**src/rtl/mips_pkg.sv**
```systemverilog
// Shared pipeline types: register-index width, the hard-wired zero register and
// the per-stage hazard slot record tracked by the scoreboard.
package mips_pkg;

    localparam int REG_W = 5;
    localparam logic [REG_W-1:0] REG_ZERO = 5'd0;

    typedef struct packed {
        logic             v;
        logic [REG_W-1:0] rd;
        logic             rw;
        logic             load;
    } hazard_slot_t;

    localparam hazard_slot_t SLOT_EMPTY = '0;

endpackage

```
**src/rtl/sat_counter.sv**
```systemverilog
// Saturating up-counter with synchronous active-low clear; holds at all-ones.
// One-cycle update latency; no backpressure.
module sat_counter #(
    parameter int W = 16
) (
    input  logic         clk,
    input  logic         clr_n,
    input  logic         inc,
    output logic [W-1:0] count
);

    always_ff @(posedge clk) begin
        if (!clr_n) begin
            count <= '0;
        end else if (inc && (count != {W{1'b1}})) begin
            count <= count + 1'b1;
        end
    end

endmodule

```
**src/rtl/hazard_scoreboard.sv**
```systemverilog
// ID-stage stall unit: load-use and data-memory-wait detection over EX/MEM slots.
// Control outputs are combinational; slots and counters update on the next edge.
module hazard_scoreboard
    import mips_pkg::*;
#(
    parameter int CNT_W = 16
) (
    input  logic             clk_i,
    input  logic             rst_n_i,
    input  logic             ID_valid_i,
    input  logic [REG_W-1:0] ID_Rs_i,
    input  logic [REG_W-1:0] ID_Rt_i,
    input  logic             ID_use_rs_i,
    input  logic             ID_use_rt_i,
    input  logic [REG_W-1:0] ID_Rd_i,
    input  logic             ID_rw_i,
    input  logic             ID_memread_i,
    input  logic             flush_i,
    input  logic             MEM_ready_i,
    output logic             PC_write_o,
    output logic             IFID_write_o,
    output logic             IDEX_bubble_o,
    output logic             pipe_freeze_o,
    output logic [CNT_W-1:0] lu_stall_cnt_o,
    output logic [CNT_W-1:0] mem_stall_cnt_o
);

    hazard_slot_t ex_q, mem_q;
    hazard_slot_t ex_d, mem_d;

    logic live;
    logic ex_load_hazard;
    logic rs_hit, rt_hit;
    logic lu, freeze;
    logic lu_inc, mem_inc;

    assign live           = ID_valid_i & ~flush_i;
    assign ex_load_hazard = ex_q.v & ex_q.load & ex_q.rw & (ex_q.rd != REG_ZERO);
    assign rs_hit         = ID_use_rs_i & (ID_Rs_i == ex_q.rd);
    assign rt_hit         = ID_use_rt_i & (ID_Rt_i == ex_q.rd);
    assign lu             = live & ex_load_hazard & (rs_hit | rt_hit);
    assign freeze         = ~MEM_ready_i & mem_q.v;

    always_comb begin
        ex_d          = ex_q;
        mem_d         = mem_q;
        PC_write_o    = 1'b1;
        IFID_write_o  = 1'b1;
        IDEX_bubble_o = ~live;
        pipe_freeze_o = 1'b0;

        if (!rst_n_i) begin
            PC_write_o    = 1'b0;
            IFID_write_o  = 1'b0;
            IDEX_bubble_o = 1'b1;
        end else if (freeze) begin
            PC_write_o    = 1'b0;
            IFID_write_o  = 1'b0;
            IDEX_bubble_o = 1'b0;
            pipe_freeze_o = 1'b1;
        end else if (lu) begin
            // The load moves on to MEM, where forwarding covers the next cycle.
            PC_write_o    = 1'b0;
            IFID_write_o  = 1'b0;
            IDEX_bubble_o = 1'b1;
            mem_d         = ex_q;
            ex_d          = SLOT_EMPTY;
        end else begin
            mem_d      = ex_q;
            ex_d.v     = live;
            ex_d.rd    = ID_Rd_i;
            ex_d.rw    = ID_rw_i & live;
            ex_d.load  = ID_memread_i & live;
        end
    end

    always_ff @(posedge clk_i) begin
        if (!rst_n_i) begin
            ex_q  <= SLOT_EMPTY;
            mem_q <= SLOT_EMPTY;
        end else begin
            ex_q  <= ex_d;
            mem_q <= mem_d;
        end
    end

    assign lu_inc  = rst_n_i & lu & ~freeze;
    assign mem_inc = rst_n_i & freeze;

    sat_counter #(.W(CNT_W)) u_lu_cnt (
        .clk   (clk_i),
        .clr_n (rst_n_i),
        .inc   (lu_inc),
        .count (lu_stall_cnt_o)
    );

    sat_counter #(.W(CNT_W)) u_mem_cnt (
        .clk   (clk_i),
        .clr_n (rst_n_i),
        .inc   (mem_inc),
        .count (mem_stall_cnt_o)
    );

endmodule

```
**config.mk**
```make
export PLATFORM = sky130hd
export DESIGN_NAME = hazard_scoreboard
export DESIGN_NICKNAME = d
export VERILOG_FILES = /design/src/rtl/mips_pkg.sv /design/src/rtl/sat_counter.sv /design/src/rtl/hazard_scoreboard.sv
export SDC_FILE = /design/constraint.sdc
export NUM_CORES = 1
export LEC_CHECK = 0
export CAP_MARGIN = 20
export CORE_AREA = 5 5 52 100
export CTS_BUF_LIST = sky130_fd_sc_hd__clkbuf_4
export DETAILED_ROUTE_END_ITERATION = 12
export DIE_AREA = 0 0 57 105
export GPL_TIMING_DRIVEN = 0
export MAX_ROUTING_LAYER = met4
export PLACE_DENSITY = 0.82
export SLEW_MARGIN = 10
export SYNTH_ARGS = -nofsm -noshare
export SYNTH_HDL_FRONTEND = slang
export SYNTH_SLANG_ARGS = --single-unit
```
**constraint.sdc**
```tcl
create_clock -name clk_i -period 2.8 [get_ports clk_i]
set_input_delay 0.7 -clock clk_i [delete_from_list [all_inputs] [get_ports clk_i]]
set_output_delay 0.7 -clock clk_i [all_outputs]
set_load 0.05 [all_outputs]
```
# After elaboration in Yosys (flattened, before gate mapping)
# Cells that the tools add are included.
dict set report classes {
  n_addsub 2
  n_eq_ne 4
  mux 9
  bitwise_logic 19
  reduce_logical 3
}
# op n
set ops {}
lappend ops {{$add 16x1->16 const B} 2}
lappend ops {{$ne 16x16->1 const B} 2}
lappend ops {{$and 1x1->1} 14}
lappend ops {{$eq 5x5->1} 2}
lappend ops {{$mux 1} 8}
lappend ops {{$mux 8} 1}
lappend ops {{$reduce_bool 5->1} 1}
lappend ops {{$not 1->1} 4}
lappend ops {{$logic_and 1x1->1} 2}
lappend ops {{$or 1x1->1} 1}
dict set report word_totals {
  ff_bits 41
  input_bits 24
  out_inout_bits 36
}

# Depth between registers and ports, before layout
dict set report logic_depth {
  depth_word 8
  mapped_depth 9
  depth_no_buf 7
}

# By module
# Synthesis repeated with hierarchy kept, for this count alone.
dict set report unflattened {
  cells_unflattened 269
  area_unflattened_um2 2287.2
}
# module n_inst cells_each area_per_inst_um2
set modules_own_cells {}
lappend modules_own_cells {sat_counter 2 97 837.1}
lappend modules_own_cells {hazard_scoreboard 1 75 613.1}

# Worst setup path before layout
# Ideal clock, no wire load.
dict set report synth_path {
  kind {in2out}
  start {input flush_i}
  end {output PC_write_o}
  arrival_ns 2.079
  required_ns 2.100
  setup_slack_ns 0.021
  cell_stages 7
  path_buffers 2
  cell_sequence {and2b_1 nand4_1 a21oi_2 nand2_1 and3_1 buf_2 buf_4}
}
dict set report synth_between {
  elab_chain_len 7
}
# item line
set synth_lines {}
lappend synth_lines {{from (decl)} hazard_scoreboard.sv:18} ;# input logic flush_i,
lappend synth_lines {{$not 1->1} hazard_scoreboard.sv:37} ;# assign live = ID_valid_i & ~flush_i;
lappend synth_lines {{$and 1x1->1} hazard_scoreboard.sv:37}
lappend synth_lines {{$and 1x1->1 (2 in series)} hazard_scoreboard.sv:41} ;# assign lu = live & ex_load_hazard & (rs_hit | rt_hit);
lappend synth_lines {{$mux 1 (3 in series)} n/a}
lappend synth_lines {{to (decl)} hazard_scoreboard.sv:20} ;# output logic PC_write_o,
# No other way between the ends.

# Worst setup path after layout
dict set report layout_path {
  start {input ID_Rs_i[3]}
  end {output PC_write_o}
}
dict set report layout_between {
  elab_chain_len 7
}
# item line
set layout_lines {}
lappend layout_lines {{from (decl)} hazard_scoreboard.sv:11} ;# input logic [REG_W-1:0] ID_Rs_i,
lappend layout_lines {{$eq 5x5->1} hazard_scoreboard.sv:39} ;# assign rs_hit = ID_use_rs_i & (ID_Rs_i == ex_q.rd);
lappend layout_lines {{$and 1x1->1} hazard_scoreboard.sv:39}
lappend layout_lines {{$or 1x1->1} hazard_scoreboard.sv:41}
lappend layout_lines {{$and 1x1->1} hazard_scoreboard.sv:41}
lappend layout_lines {{$mux 1} hazard_scoreboard.sv:61} ;# end else if (lu) begin
lappend layout_lines {{$mux 1} hazard_scoreboard.sv:56} ;# end else if (freeze) begin
lappend layout_lines {{$mux 1} hazard_scoreboard.sv:52} ;# if (!rst_n_i) begin
# No other way between the ends.

==> impl_metrics.csv <==
group,metric,value,unit
run_status,run_status,"finished, final reports clean",
place,detailed_place_hpwl,4030,um
logic_synthesis,netlist_top_cells_count,"41 x sky130_fd_sc_hd__dfxtp_1, 23 x sky130_fd_sc_hd__nand3_1, 21 x sky130_fd_sc_hd__nor2_1",
cells_and_area,insertedDiodeCount,0,
timing,final_hold_viol_count,0,
place,postPlaceCellArea,0.00267,mm2
grt,grt_antenna_before_repair,0,
place,placement.setup.worst_slack,-1.16,ns
place,numPortBuffers,59,
timing,worst_relative_slew_slack,0.594,
hold_path,worstHoldPathType,"register to register",
routing,detailedRoute.firstIterationViolations,47,
routing,vias,2065,
timing,final_critical_path_setup_slack,0.0385,ns
floorplanning,die_y,105,um
cts,cts_max_path_buffers,2,
cts,cts_tree,"built",
routing,drc,0,
setup_path,worstSetupPathType,"primary input to output pin",
cts,clk_transition_reported_paths,0.12,ns
routing,vias_per_cell,5.69,
pwr,peakVddDrop,0.413,mV
cells_and_area,area_delta_synth_final,44.5,%
logic_synthesis,synth-edff-count,0,
cts,cts_made_buffers,5,
routing,firstDrtPassIters,4,
logic_synthesis,synth.largest_area_cell,"sky130_fd_sc_hd__dfxtp_1",
logic_synthesis,mapped_nets,257,
pwr,static-leakage-power,1.01,nW
logic_synthesis,portion_of_the_post_synthesis_area_used_by_sequential_elements,0.409,
setup_path,cp_data_arrival_time,2.06,ns
cts,ctsRootBufferMaster,"sky130_fd_sc_hd__clkbuf_4",
logic_synthesis,ys_async_sr_fraction,0,
job,drv.max_cap_violation_count,0,
logic_synthesis,synthCells,231,
logic_synthesis,synthTopCellsByArea,"sky130_fd_sc_hd__dfxtp_1 41%, sky130_fd_sc_hd__xnor2_1 6.5%, sky130_fd_sc_hd__nand3_1 5.7%, sky130_fd_sc_hd__nor2_1 3.9%, sky130_fd_sc_hd__nand2_1 3.7%",
grt,via_count_of_the_first_global_routing_pass,2114,
floorplanning,placement_rows,34,
cells_and_area,final_layout_size_suffix_gt1_frac,0.152,
cts,cts_sinks,41,
grt,overflow,0,
timing,final.min_clock_period,2.76,ns
cells_and_area,num-nets-final,334,
floorplanning,fp.coreArea,0.00434,mm2
cells_and_area,sequential_cell_area,821,um2
timing,finalCritPeriodShare,0.986,
cts,cts_hold_buffers,0,
setup_path,crit_fanout,4,
logic_synthesis,synth.ff_latch_count,41,
timing,final.hold.worst_slack,0.486,ns
floorplanning,floorplan.die_area,0.00599,mm2
logic_synthesis,postSynth.topFlopCell,"sky130_fd_sc_hd__dfxtp_1",
timing,worst_clock_skew,0.0112,ns
pwr,power_density_relative_to_cell_area,409,mW/mm2
cells_and_area,post-route-cell-area,0.00290,mm2
cells_and_area,fin_util,0.668,
floorplanning,floorplan.initialDensity,0.463,
timing,setup_violations,0,
timing,drv_slew,0,
logic_synthesis,synth_top_area_share,0.409,
grt,grt_max_degree,14,
setup_path,rr_worst_depth,12,
timing,achievable-frequency,362,MHz
cells_and_area,multi_input_logic_area,0.00116,mm2
setup_path,critical_path.endpoint_type,"output pin",
place,gp_weighted_congestion,0.853,
logic_synthesis,number_of_distinct_library_cell_variants_in_the_gate_level_netlist_after_synthesis,42,
logic_synthesis,synth_warnings,0,
cts,cts.htree.levels,2,
cells_and_area,fillerInstances,384,
hold_path,hold_path_depth,1,
grt,grtUsageTotal,0.202,
routing,detailed_route_wire_length_per_cell,15.7,um
logic_synthesis,synth_most_common_cell,"sky130_fd_sc_hd__dfxtp_1",
cts,clk-insertion-delay-late,0.35,ns
timing,grt_setup_unrepaired,"no",
grt,grt_pass1_wl,9470,um
setup_path,startpoint_type,"primary input",
floorplanning,ios,60,
pwr,design_power_total,1.19,mW
routing,detail_route.wirelength,5690,um
routing,drt.antenna.violating_nets,0,
setup_path,crit_required,2.10,ns
logic_synthesis,post_synth.cell_area_avg,8.69,um2
timing,worst-slew-pin-transition,0.607,ns
logic_synthesis,synth.cell_area,0.00201,mm2
floorplanning,dieWidth,57,um
## layout make-up
cell class                      instances  area share
Clock buffer                            5      0.0129
Timing Repair Buffer                   72       0.235
Sequential cell                        41       0.283
Inverter                                6     0.00906
Clock inverter                          3      0.0224
Multi-Input combinational cell        175       0.399
Buffer                                  7      0.0160
Tap cell                               54      0.0233
## flip-flops by register name, indices dropped and copies added (netlist names)
signal / count
ex_q: 8
mem_q: 1
u_lu_cnt.count: 16
u_mem_cnt.count: 16
## kinds of logic after synthesis
| kind of cell | count (synthesis) | share of synthesized area |
|---|---|---|
| and+or+nand+nor | 105 | 0.276 |
| AOI/OAI and AO/OA | 43 | 0.157 |
| DFF | 41 | 0.409 |
| xor gates and xnor gates | 22 | 0.0960 |
| buffers and inverters | 15 | 0.0349 |
| muxes | 3 | 0.0150 |
| adders and majority gates | 2 | 0.0125 |
## critical path, cell delays in order
cell	delay, ns
sky130_fd_sc_hd__dlygate4sd2_1	0.24
sky130_fd_sc_hd__xnor2_1	0.16
sky130_fd_sc_hd__nand4_1	0.16
sky130_fd_sc_hd__o22ai_4	0.23
sky130_fd_sc_hd__nand2_2	0.11
sky130_fd_sc_hd__and3_4	0.21
sky130_fd_sc_hd__buf_6	0.11
sky130_fd_sc_hd__buf_8	0.14
## what timing repair did
action / 4_1_cts / 5_1_grt
gates resized for setup: 47 / 9
endpoints found under the setup margin: 4 / 8
setup buffers: 13 / 0
pin swaps: 13 / 10
## power breakdown
part | switching [mW] | internal, mW | total (mW)
Sequential | 0.00785 | 0.590 | 0.598
Clock | 0.199 | 0.276 | 0.475
Combinational | 0.0550 | 0.0590 | 0.114
Total | 0.262 | 0.926 | 1.19
## layout by cell type, fill, tap and decap left out, types with 7 or more instances in the layout
| master | instances |
|---|---|
| sky130_fd_sc_hd__o21ai_0 | 11 |
| sky130_fd_sc_hd__dlygate4sd2_1 | 9 |
| sky130_fd_sc_hd__clkdlybuf4s50_1 | 42 |
| sky130_fd_sc_hd__buf_4 | 14 |
| sky130_fd_sc_hd__xor2_1 | 7 |
| sky130_fd_sc_hd__nand4_1 | 8 |
| sky130_fd_sc_hd__xnor2_1 | 15 |
| sky130_fd_sc_hd__nand3_1 | 23 |
| sky130_fd_sc_hd__nor2_1 | 20 |
| sky130_fd_sc_hd__a21oi_1 | 11 |
| sky130_fd_sc_hd__dfxtp_1 | 41 |
| sky130_fd_sc_hd__nand2_1 | 19 |
## stage by stage
step,TNS [ns],std cells
final,0,363
after detailed placement,-4.22,344
after global routing,0,363
after floorplan,0,231
after global placement,-4.11,344
after CTS,0,363
## path summary, 6_finish.rpt
path | startpoint | end | slack (ns)
hold / removal | ex_q[0]$_SDFFE_PN0N_ | ex_q[0]$_SDFFE_PN0N_ | 0.49
setup / recovery | ID_Rs_i[3] | PC_write_o | 0.04
hold reg to reg | ex_q[0]$_SDFFE_PN0N_ | ex_q[0]$_SDFFE_PN0N_ | 0.49
setup reg to reg | ex_q[6]$_SDFFE_PN0N_ | u_lu_cnt.count[7]$_SDFFE_PN0P_ | 0.26
## layer usage
layer	vias to the layer above	wire length, um	GRT usage
li1	990	-	-
met1	989	2060	0.195
met2	67	3280	0.373
met3	19	185	0.0346
met4	0	162	0.0945
met5	-	0	-
(Power assumes the default switching activity.)
